`src/rtl/useq_uart_bridge.sv`:
```
// useq_uart_bridge
//   Host-side bridge for the useq FIFO port. Bytes received on uart_rx are
//   pushed into useq (write_fifo/fifo_in). Bytes popped from useq
//   (read_fifo/fifo_out) are sent on uart_tx. The frame format is 8N1.
//
// Ports
//   clk          system clock (posedge)
//   rst_n        asynchronous active-low reset
//   uart_rx      serial input; idles high; asynchronous to clk
//   uart_tx      serial output; idles high; driven from a flop
//   fifo_out     useq FIFO head byte (first-word fall-through)
//   fifo_empty   useq FIFO has no byte for the host
//   fifo_full    useq FIFO cannot accept a byte
//   read_fifo    one-cycle pop strobe (registered)
//   write_fifo   one-cycle push strobe (registered)
//   fifo_in      push data; held after the push
//   rx_overrun   sticky: a received byte was dropped
//   framing_err  one-cycle pulse: a bad stop bit was seen
module useq_uart_bridge #(
  parameter int CLKS_PER_BIT = 234
) (
  input  logic       clk,
  input  logic       rst_n,
  input  logic       uart_rx,
  output logic       uart_tx,
  input  logic [7:0] fifo_out,
  input  logic       fifo_empty,
  input  logic       fifo_full,
  output logic       read_fifo,
  output logic       write_fifo,
  output logic [7:0] fifo_in,
  output logic       rx_overrun,
  output logic       framing_err
);

  localparam logic [15:0] BIT_LAST  = 16'(CLKS_PER_BIT - 1);
  localparam logic [15:0] HALF_LAST = 16'(CLKS_PER_BIT / 2 - 1);
  // The TX state register lags uart_tx by one cycle. Leaving STOP one count
  // early makes the stop bit exactly CLKS_PER_BIT long on the pin.
  localparam logic [15:0] STOP_LAST = 16'(CLKS_PER_BIT - 2);

  typedef enum logic [1:0] {S_IDLE, S_START, S_DATA, S_STOP} state_e;

  // ---------------- RX engine ----------------
  logic        rx_meta_q, rx_sync_q, rx_prev_q;
  state_e      rx_state_q, rx_state_d;
  logic [15:0] rx_cnt_q, rx_cnt_d;
  logic [2:0]  rx_bit_q, rx_bit_d;
  logic [7:0]  rx_sh_q, rx_sh_d;
  logic        framing_q, framing_d;
  logic        rx_done;

  always_ff @(posedge clk or negedge rst_n) begin
    if (!rst_n) begin
      rx_meta_q  <= 1'b1;
      rx_sync_q  <= 1'b1;
      rx_prev_q  <= 1'b1;
      rx_state_q <= S_IDLE;
      rx_cnt_q   <= '0;
      rx_bit_q   <= '0;
      rx_sh_q    <= '0;
      framing_q  <= 1'b0;
    end else begin
      rx_meta_q  <= uart_rx;
      rx_sync_q  <= rx_meta_q;
      rx_prev_q  <= rx_sync_q;
      rx_state_q <= rx_state_d;
      rx_cnt_q   <= rx_cnt_d;
      rx_bit_q   <= rx_bit_d;
      rx_sh_q    <= rx_sh_d;
      framing_q  <= framing_d;
    end
  end

  always_comb begin
    rx_state_d = rx_state_q;
    rx_cnt_d   = rx_cnt_q + 16'd1;
    rx_bit_d   = rx_bit_q;
    rx_sh_d    = rx_sh_q;
    framing_d  = 1'b0;
    rx_done    = 1'b0;
    case (rx_state_q)
      S_IDLE: begin
        rx_cnt_d = '0;
        if (rx_prev_q && !rx_sync_q) rx_state_d = S_START;
      end
      S_START: begin
        if (rx_cnt_q == HALF_LAST) begin
          rx_cnt_d   = '0;
          rx_bit_d   = '0;
          // A line that is high again at mid-start was only a glitch.
          rx_state_d = rx_sync_q ? S_IDLE : S_DATA;
        end
      end
      S_DATA: begin
        if (rx_cnt_q == BIT_LAST) begin
          rx_cnt_d = '0;
          rx_sh_d  = {rx_sync_q, rx_sh_q[7:1]};
          if (rx_bit_q == 3'd7) rx_state_d = S_STOP;
          else                  rx_bit_d   = rx_bit_q + 3'd1;
        end
      end
      S_STOP: begin
        if (rx_cnt_q == BIT_LAST) begin
          rx_cnt_d   = '0;
          rx_state_d = S_IDLE;
          if (rx_sync_q) rx_done   = 1'b1;
          else           framing_d = 1'b1;
        end
      end
      default: rx_state_d = S_IDLE;
    endcase
  end

  // ---------------- Holding register and push ----------------
  logic [7:0] hold_q, hold_d;
  logic       hold_vld_q, hold_vld_d;
  logic       write_q, write_d;
  logic [7:0] fifo_in_q, fifo_in_d;
  logic       overrun_q, overrun_d;
  logic       can_push;

  always_ff @(posedge clk or negedge rst_n) begin
    if (!rst_n) begin
      hold_q     <= '0;
      hold_vld_q <= 1'b0;
      write_q    <= 1'b0;
      fifo_in_q  <= '0;
      overrun_q  <= 1'b0;
    end else begin
      hold_q     <= hold_d;
      hold_vld_q <= hold_vld_d;
      write_q    <= write_d;
      fifo_in_q  <= fifo_in_d;
      overrun_q  <= overrun_d;
    end
  end

  always_comb begin
    hold_d     = hold_q;
    hold_vld_d = hold_vld_q;
    write_d    = 1'b0;
    fifo_in_d  = fifo_in_q;
    overrun_d  = overrun_q;
    // Gating on write_q keeps the push strobe from ever lasting 2 cycles.
    can_push   = !fifo_full && !write_q;
    if (hold_vld_q) begin
      if (can_push) begin
        write_d    = 1'b1;
        fifo_in_d  = hold_q;
        hold_vld_d = 1'b0;
      end
      if (rx_done) overrun_d = 1'b1;
    end else if (rx_done) begin
      // Bypass the holding register so the push lands one cycle after the
      // stop-bit sample.
      if (can_push) begin
        write_d   = 1'b1;
        fifo_in_d = rx_sh_q;
      end else begin
        hold_d     = rx_sh_q;
        hold_vld_d = 1'b1;
      end
    end
  end

  // ---------------- TX engine ----------------
  state_e      tx_state_q, tx_state_d;
  logic [15:0] tx_cnt_q, tx_cnt_d;
  logic [2:0]  tx_bit_q, tx_bit_d;
  logic [7:0]  tx_sh_q, tx_sh_d;
  logic        tx_q, tx_d;
  logic        read_q, read_d;

  always_ff @(posedge clk or negedge rst_n) begin
    if (!rst_n) begin
      tx_state_q <= S_IDLE;
      tx_cnt_q   <= '0;
      tx_bit_q   <= '0;
      tx_sh_q    <= '0;
      tx_q       <= 1'b1;
      read_q     <= 1'b0;
    end else begin
      tx_state_q <= tx_state_d;
      tx_cnt_q   <= tx_cnt_d;
      tx_bit_q   <= tx_bit_d;
      tx_sh_q    <= tx_sh_d;
      tx_q       <= tx_d;
      read_q     <= read_d;
    end
  end

  always_comb begin
    tx_state_d = tx_state_q;
    tx_cnt_d   = tx_cnt_q + 16'd1;
    tx_bit_d   = tx_bit_q;
    tx_sh_d    = tx_sh_q;
    tx_d       = tx_q;
    read_d     = 1'b0;
    case (tx_state_q)
      S_IDLE: begin
        tx_cnt_d = '0;
        tx_d     = 1'b1;
        // Pops happen only here, so the one-cycle lag of fifo_empty after a
        // pop can never cause a second pop.
        if (!fifo_empty) begin
          read_d     = 1'b1;
          tx_sh_d    = fifo_out;
          tx_d       = 1'b0;
          tx_state_d = S_START;
        end
      end
      S_START: begin
        if (tx_cnt_q == BIT_LAST) begin
          tx_cnt_d   = '0;
          tx_bit_d   = '0;
          tx_d       = tx_sh_q[0];
          tx_sh_d    = {1'b0, tx_sh_q[7:1]};
          tx_state_d = S_DATA;
        end
      end
      S_DATA: begin
        if (tx_cnt_q == BIT_LAST) begin
          tx_cnt_d = '0;
          if (tx_bit_q == 3'd7) begin
            tx_d       = 1'b1;
            tx_state_d = S_STOP;
          end else begin
            tx_d     = tx_sh_q[0];
            tx_sh_d  = {1'b0, tx_sh_q[7:1]};
            tx_bit_d = tx_bit_q + 3'd1;
          end
        end
      end
      S_STOP: begin
        if (tx_cnt_q == STOP_LAST) tx_state_d = S_IDLE;
      end
      default: tx_state_d = S_IDLE;
    endcase
  end

  assign uart_tx     = tx_q;
  assign read_fifo   = read_q;
  assign write_fifo  = write_q;
  assign fifo_in     = fifo_in_q;
  assign rx_overrun  = overrun_q;
  assign framing_err = framing_q;

endmodule
```
`config.mk`:
```
export PLATFORM = sky130hd
export DESIGN_NAME = useq_uart_bridge
export DESIGN_NICKNAME = d
export VERILOG_FILES = /design/src/rtl/useq_uart_bridge.sv
export SDC_FILE = /design/constraint.sdc
export NUM_CORES = 1
export LEC_CHECK = 0
export ABC_AREA = 1
export BUFFER_PORTS_ARGS = -buffer_cell sky130_fd_sc_hd__buf_4
export CAP_MARGIN = 5
export CORE_ASPECT_RATIO = 1.4
export CORE_UTILIZATION = 65
export CTS_CLUSTER_SIZE = 10
export DETAILED_ROUTE_END_ITERATION = 7
export GPL_TIMING_DRIVEN = 0
export PLACE_DENSITY = 0.95
export SLEW_MARGIN = 20
export SYNTH_ARGS = -nofsm -noshare
export SYNTH_HDL_FRONTEND = slang
export SYNTH_SLANG_ARGS = --single-unit
```
`constraint.sdc`:
```
create_clock -name clk -period 2.67 [get_ports clk]
set_input_delay 0.801 -clock clk [delete_from_list [all_inputs] [get_ports clk]]
set_output_delay 0.801 -clock clk [all_outputs]
set_load 0.1 [all_outputs]
```
==> summary.txt, run 1 <==
Placement
  – Routability Congestion: 0.883
  – Estimated wirelength of the detail-placed design: 6160 um
  – Placed Instance Area: 0.00467 mm^2
  – IO Port Bufs: 25

Worst setup path
  – CP Capture Type: primary output
  – Worst setup SP type: flip-flop
  – Buf+Inv Stages, Crit Path: 1
  – CP required: 1.87 ns
  – Worst path slowest cell: dfstp_2
  – Crit-path max cell delay: 0.54 ns
  – Max Fanout on Critical Path: 2
  – Crit-path leading delay family: flip-flops
  – Crit path DAT: 1.18 ns
  – Critical Path, Cell by Cell: buf_4
  – Critical path class: reg2out

Pwr
  – Cell area power density: 789 mW/mm^2
  – Final Power: 3.83 mW
  – Pleak: 2.41 nW
  – Max VDD drop: 0.618 mV

STA
  – Slew Limit Fails: 0
  – Worst-Margin Slew: 0.730 ns
  – Final hold viol count: 0
  – Min Tclk post-route: 1.98 ns
  – Final worst path period share: 74.2%
  – # setup viols final: 0
  – Clock skew: 0.0144 ns
  – Slew headroom: 51.3%
  – Unrepaired setup endpoints after global routing: false
  – Fmax: 505 MHz
  – Setup TNS: 0 ns

CTS
  – Clock transition at path regs: 0.09 ns
  – Longest Clk Path Bufs: 2
  – H-Tree Level Count: 3
  – Post-CTS Resized: 0
  – CTS tree: built
  – Post-CTS Setup Bufs: 0
  – Hold buffers post-CTS: 0
  – Clk_lat worst skew: 0.36 ns
  – Clock Tree Root: clkbuf_8
  – # clock sinks: 83
  – CTS buffer count: 9

Yosys
  – Ranking of synthesized cells by area: dfrtp_1 45%, nand2_1 14%, nor2_1 5.1%
  – Post-synth ARST share: 100%
  – Syn Area/Cell: 8.05 um^2
  – Cells after Synth: 545
  – Top cells by count, synth: 159 x nand2_1, 79 x dfrtp_1, 60 x nor2_1, 59 x inv_1, 35 x nand3_1
  – Number of synthesized flops with an enable pin: 0
  – Seq/Total Area, Yosys: 47.5%
  – Syn nets: 574
  – Top-count cell post-synth: nand2_1
  – Area of the mapped netlist: 0.00439 mm^2
  – Yosys cell types: 36
  – Most area-hungry cell type in the Yosys netlist: dfrtp_1
  – Yosys reg bits: 83
  – Post-synth top flop: dfrtp_1
  – Share of the synthesized area in the top cell type: 45.1%
  – Synth warnings: 0

Floorplanning
  – I/O pins: 26
  – Horiz. Die Dim: 71.4 um
  – Core Area: 0.00657 mm^2
  – Starting Density: 66.8%
  – Die ar.: 0.00708 mm^2
  – DIE HEIGHT: 99.2 um
  – FP Rows: 35

Detailed routing
  – Final WL: 8710 um
  – Via-to-Cell Ratio: 5.56
  – DR iter-0 viols: 264
  – Via count: 3672
  – DR DRC count: 0
  – Antenna viol nets, final: 0
  – First-pass iteration count of the detailed router: 5
  – Wire per inst: 13.2 um

Job
  – Max_cap viols: 0

Global route
  – Vias in the first global route: 3714
  – Initial antenna violation count: 0
  – Largest net degree at the start of global routing: 84
  – GRT Overall Usage: 27.3%
  – Global-route wire length before repair: 15200 um
  – GRT Residual Overflow: 0

Finish
  – # nets final: 610
  – Synth-to-Final Area Change: 10.6%
  – Antenna Cells: 0
  – Layout cell share with drive strength beyond 1: 15.0%
  – Fin area: 0.00485 mm^2

Min path
  – Worst hold path type: reg2reg

Status
  – Status: finished clean
metrics by stage:
stage / hold WS (ns) / util, % / instances / worst slack [ns]
floorplan: 0.345 / - / 545 / 0.903
global placement: 0.359 / 71.0 / 644 / 0.980
detailed placement: 0.361 / 71.0 / 644 / 0.932
CTS: 0.385 / 73.8 / 660 / 0.671
global route: 0.392 / 73.8 / 660 / 0.647
finish: 0.384 / 73.8 / 660 / 0.688
power by group:
group	switching (mW)	total, mW	internal (mW)
clock network	0.494	0.846	0.352
registers	0.150	1.58	1.43
logic	0.974	1.40	0.426
total	1.62	3.83	2.21
layout make-up:
cell class / count / area [um^2]
Multi-Input combinational cell: 386 / 1970
Timing Repair Buffer: 25 / 191
Clock buffer: 9 / 124
Clock inverter: 7 / 57.6
Fill cell: 453 / 1720
Buffer: 11 / 81.3
Inverter: 65 / 249
Tap cell: 74 / 92.6
Sequential cell: 83 / 2080
path summary, 6_finish.rpt:
kind	from	endpoint	slack, ns	cells after the start
setup / recovery	uart_tx	uart_tx	0.69	1
hold / removal	rx_meta_q	rx_sync_q	0.38	0
min in group asynchronous	rst_n	rx_cnt_q[14]	0.45	1
setup reg to reg	tx_state_q[0]	tx_sh_q[3]	0.85	7
hold reg to reg	rx_meta_q	rx_sync_q	0.38	0
max in group asynchronous	rst_n	rx_bit_q[1]	1.70	1
routing by layer:
| layer | share of wire, % | global-route usage (%) | vias to the layer above |
|---|---|---|---|
| met5 | 0 | 0 | - |
| met3 | 4.1 | 6.28 | 34 |
| met2 | 53 | 49.2 | 131 |
| met4 | 3.2 | 14.9 | 0 |
| met1 | 40 | 29.0 | 1706 |
| li1 | - | - | 1801 |
kinds of logic (layout without fill, tap and decap cells):
group / Yosys count / count (layout) / synth area share (%)
flops: 83 / 83 / 47.5
fa+ha+maj: 16 / 16 / 4.56
buf+inv: 76 / 117 / 7.53
compound gates: 60 / 60 / 7.93
simple gates: 299 / 299 / 30.3
xor+xnor: 11 / 11 / 2.20
flip-flops by register name, indices dropped and copies added, names as in the netlist, 2 cells and up, named ones only:
name	cells
tx_state_q	2
tx_sh_q	8
hold_q	8
fifo_in	8
rx_cnt_q	16
rx_bit_q	3
rx_sh_q	8
tx_bit_q	3
tx_cnt_q	16
cells in the final DEF (no fill, tap or decap), drive strengths merged, types with 2 or more instances in the layout:
cell type / instances
nor2: 65
xor2: 8
buf: 33
a21oi: 14
dfstp: 4
clkinv: 3
xnor2: 3
ha: 16
nand3: 37
or2: 3
nand4: 16
o21ai: 42
o21bai: 2
nand2: 168
clkbuf: 12
nor3: 8
dfrtp: 79
clkinvlp: 2
inv: 67
No activity file was read; power rests on OpenSTA's default activity.
==> run 2, diff against run 1 <==
--- a/config.mk
+++ b/config.mk
@@ -5,15 +5,15 @@
 export SDC_FILE = /design/constraint.sdc
 export NUM_CORES = 1
 export LEC_CHECK = 0
-export ABC_AREA = 1
+export ABC_AREA = 0
 export BUFFER_PORTS_ARGS = -buffer_cell sky130_fd_sc_hd__buf_4
 export CAP_MARGIN = 5
 export CORE_ASPECT_RATIO = 1.4
-export CORE_UTILIZATION = 65
+export CORE_UTILIZATION = 60
 export CTS_CLUSTER_SIZE = 10
 export DETAILED_ROUTE_END_ITERATION = 7
 export GPL_TIMING_DRIVEN = 0
-export PLACE_DENSITY = 0.95
+export PLACE_DENSITY = 0.91
 export SLEW_MARGIN = 20
 export SYNTH_ARGS = -nofsm -noshare
 export SYNTH_HDL_FRONTEND = slang
==> constraint.sdc (replaced) <==
create_clock -name clk -period 1.95 [get_ports clk]
set_input_delay 0.585 -clock clk [delete_from_list [all_inputs] [get_ports clk]]
set_output_delay 0.585 -clock clk [all_outputs]
set_load 0.1 [all_outputs]
==> run 2 against run 1 <==
  * The run now ends with setup timing left
  * Core utilization up 11 points
  * Routed wire length up 56%
  * Critical path depth up 4
  * Final cell count down 21%
  * Synthesized cell count down 33%
  * Non-clock buffer count up 40
  * Critical endpoint is now fifo_in[3]
  * Largest power group unchanged
==> summary.txt, run 2 <==
Yosys
  – Post-Synth Adder-Cell Area: 5.13%
  – Most area-hungry cell type in the Yosys netlist: dfrtp_1
  – Yosys reg bits: 83
  – Synth warnings: 0
  – Area of the mapped netlist: 0.00390 mm^2
  – Simple-Gate Fraction of Synth Area: 16.9%
  – Xor/xnor share of the synthesized area: 6.28%
  – Syn nets: 395
  – Ranking of synthesized cells by area: dfrtp_1 51%, ha_1 5.1%, mux2_2 4.6%
  – Yosys cell types: 40
  – Share of the synthesized area in the top cell type: 50.6%
  – Number of synthesized flops with an enable pin: 0
  – Cells after Synth: 366
  – Seq/Total Area, Yosys: 53.3%
  – Top cells by count, synth: 79 x dfrtp_1, 47 x nor2_1, 28 x nand2_1, 18 x nand3_1
  – Mux contribution to synthesized area: 7.50%
  – Top-count cell post-synth: dfrtp_1
  – Syn Area/Cell: 10.7 um^2
  – Area fraction in compound gates after synthesis: 8.52%
  – Post-synth top flop: dfrtp_1
  – Largest family of logic cells by synthesized area: simple AND/OR/NAND/NOR gates
  – Post-synth ARST share: 100%

CTS
  – Longest Clk Path Bufs: 2
  – Clock Tree Root: clkbuf_8
  – CTS buffer count: 9
  – Clock transition at path regs: 0.10 ns
  – # clock sinks: 83
  – H-Tree Level Count: 3
  – Hold buffers post-CTS: 0
  – Clk_lat worst skew: 0.39 ns
  – CTS tree: built

Global route
  – Largest net degree at the start of global routing: 84
  – Initial antenna violation count: 0
  – Vias in the first global route: 3495
  – Global-route wire length before repair: 17400 um
  – GRT Residual Overflow: 0
  – GRT Overall Usage: 33.4%

Finish
  – FILL cells: 246
  – # nets final: 473
  – Commonest non-fill, non-tap cell in the layout: dfrtp_1
  – Layout cell share with drive strength beyond 1: 40.1%
  – Antenna Cells: 0
  – Final core utilization: 85.1%
  – Synth-to-Final Area Change: 36.3%
  – Commonest cells after routing, fill and taps aside: 78 x dfrtp_1, 48 x buf_4, 30 x nor2_1, 18 x nand2_1, 17 x nand3_1
  – Top flop regs: rx_cnt_q (16), tx_cnt_q (16)

Floorplanning
  – Starting Density: 62.4%
  – Die ar.: 0.00684 mm^2
  – Horiz. Die Dim: 70.2 um
  – FP Rows: 34
  – Core Area: 0.00625 mm^2
  – DIE HEIGHT: 97.5 um
  – I/O pins: 26

Detailed routing
  – Antenna viol nets, final: 0
  – Via-to-Cell Ratio: 6.90
  – Via count: 3596
  – Final WL: 13600 um
  – DR iter-0 viols: 369
  – DR DRC count: 0
  – Wire per inst: 26.2 um
  – First-pass iteration count of the detailed router: 6

STA
  – Final worst slack: -0.680 ns
  – Fmax: 380 MHz
  – Clock skew: 0.0157 ns
  – Min Tclk post-route: 2.63 ns
  – Slew headroom: 43.5%
  – Worst hold slack: 0.227 ns
  – Unrepaired setup endpoints after global routing: true
  – Final hold viol count: 0
  – Worst-Margin Slew: 0.840 ns
  – # setup viols final: 79
  – Final worst path period share: 135%
  – Slew Limit Fails: 0

Placement
  – IO Port Bufs: 25
  – Dpl ws: -0.795 ns
  – Routability Congestion: 0.860
  – Estimated wirelength of the detail-placed design: 5560 um

Pwr
  – Clk pwr share: 32.6%
  – Reg power frac: 49.0%
  – Final Power: 3.77 mW
  – Psw: 1.22 mW
  – Max VDD drop: 0.561 mV
  – Cell Int Power: 2.55 mW
  – Comb power frac: 18.5%
  – Cell area power density: 709 mW/mm^2
  – Switching Share: 32.4%
  – Pleak: 2.37 nW

Worst setup path
  – Crit path DAT: 2.88 ns
  – CP dominant cell by count: or4_4
  – Buf+Inv Stages, Crit Path: 0
  – Worst setup SP type: flip-flop
  – CP required: 2.20 ns
  – Worst path slowest cell: or4_4
  – Max Fanout on Critical Path: 8
  – CP Capture Type: flip-flop
  – Critical Path, Cell by Cell: or4_4 -> or4_4 -> or4_4 -> o22ai_2 -> a21oi_1
  – Crit-path leading delay family: simple AND/OR/NAND/NOR gates
  – Critical path class: reg2reg
  – Crit-path max cell delay: 0.64 ns

Status
  – Status: finished with violations
  – Failing checks: setup timing

Job
  – Max_cap viols: 0

Min path
  – Worst hold path type: in2async
## run 2: cells by family (layout without fill, tap and decap cells)
group	after synthesis	in the layout
and+or+nand+nor	134	134
DFF	83	83
muxes	27	27
xor gates and xnor gates	28	28
adders and majority gates	16	16
buffers and inverters	23	106
AOI/OAI and AO/OA	55	55
## run 2: worst paths after layout
| check | from | to | slack, ns | depth (start not counted) |
|---|---|---|---|---|
| setup reg to reg | rx_cnt_q[9] | fifo_in[3] | -0.68 | 5 |
| min in group clk | uart_rx | rx_meta_q | 0.29 | 1 |
| hold reg to reg | rx_meta_q | rx_sync_q | 0.37 | 0 |
| hold / removal | rst_n | rx_bit_q[1] | 0.23 | 1 |
| max in group asynchronous | rst_n | rx_cnt_q[3] | 1.22 | 1 |
| setup / recovery | rx_cnt_q[9] | fifo_in[3] | -0.68 | 5 |
## run 2: power groups by stage
stage               Clock (mW)  Combinational (mW)  Sequential, mW
floorplan                    0               0.233            1.86
global placement             0               0.329            1.87
detailed placement           0               0.352            1.87
CTS                       1.17               0.586            1.82
global route              1.29               0.734            1.85
finish                    1.23               0.696            1.85
## run 2: area by class of cell
class / instances / area (um^2) / area share (%)
inverter: 14 / 52.6 / 0.988
timing repair buffer: 69 / 644 / 12.1
tap: 72 / 90.1 / 1.69
clock inverter: 7 / 58.8 / 1.11
multi-input combinational: 260 / 2210 / 41.5
sequential: 83 / 2080 / 39.1
buffer: 7 / 57.6 / 1.08
clock buffer: 9 / 124 / 2.33
## run 2: metal layers
layer / wire (um) / GRT usage, %
met5: 0 / 0
met4: 801 / 21.2
met3: 1250 / 6.02
met2: 6700 / 57.8
met1: 4880 / 37.2
## run 2: what timing repair did
item,in CTS,in global routing
buffers inserted,33,8
endpoints found under the setup margin,70,79
gates cloned,2,1
pin swaps,34,31
gates resized for setup,63,69
## run 2: through the flow
step	instances	instance area [um^2]	setup TNS, ns
after floorplan	366	4000	-20.06
after global placement	463	4270	-32.97
after detailed placement	463	4270	-36.84
after CTS	512	4980	-26.86
after global routing	521	5320	-37.42
final	521	5320	-35.66
## run 2: worst register-to-register path, stage by stage, from the launching register on
cell	delay (ns)
dfrtp_1	0.45
or4_4	0.56
or4_4	0.59
or4_4	0.64
o22ai_2	0.17
a21oi_1	0.10
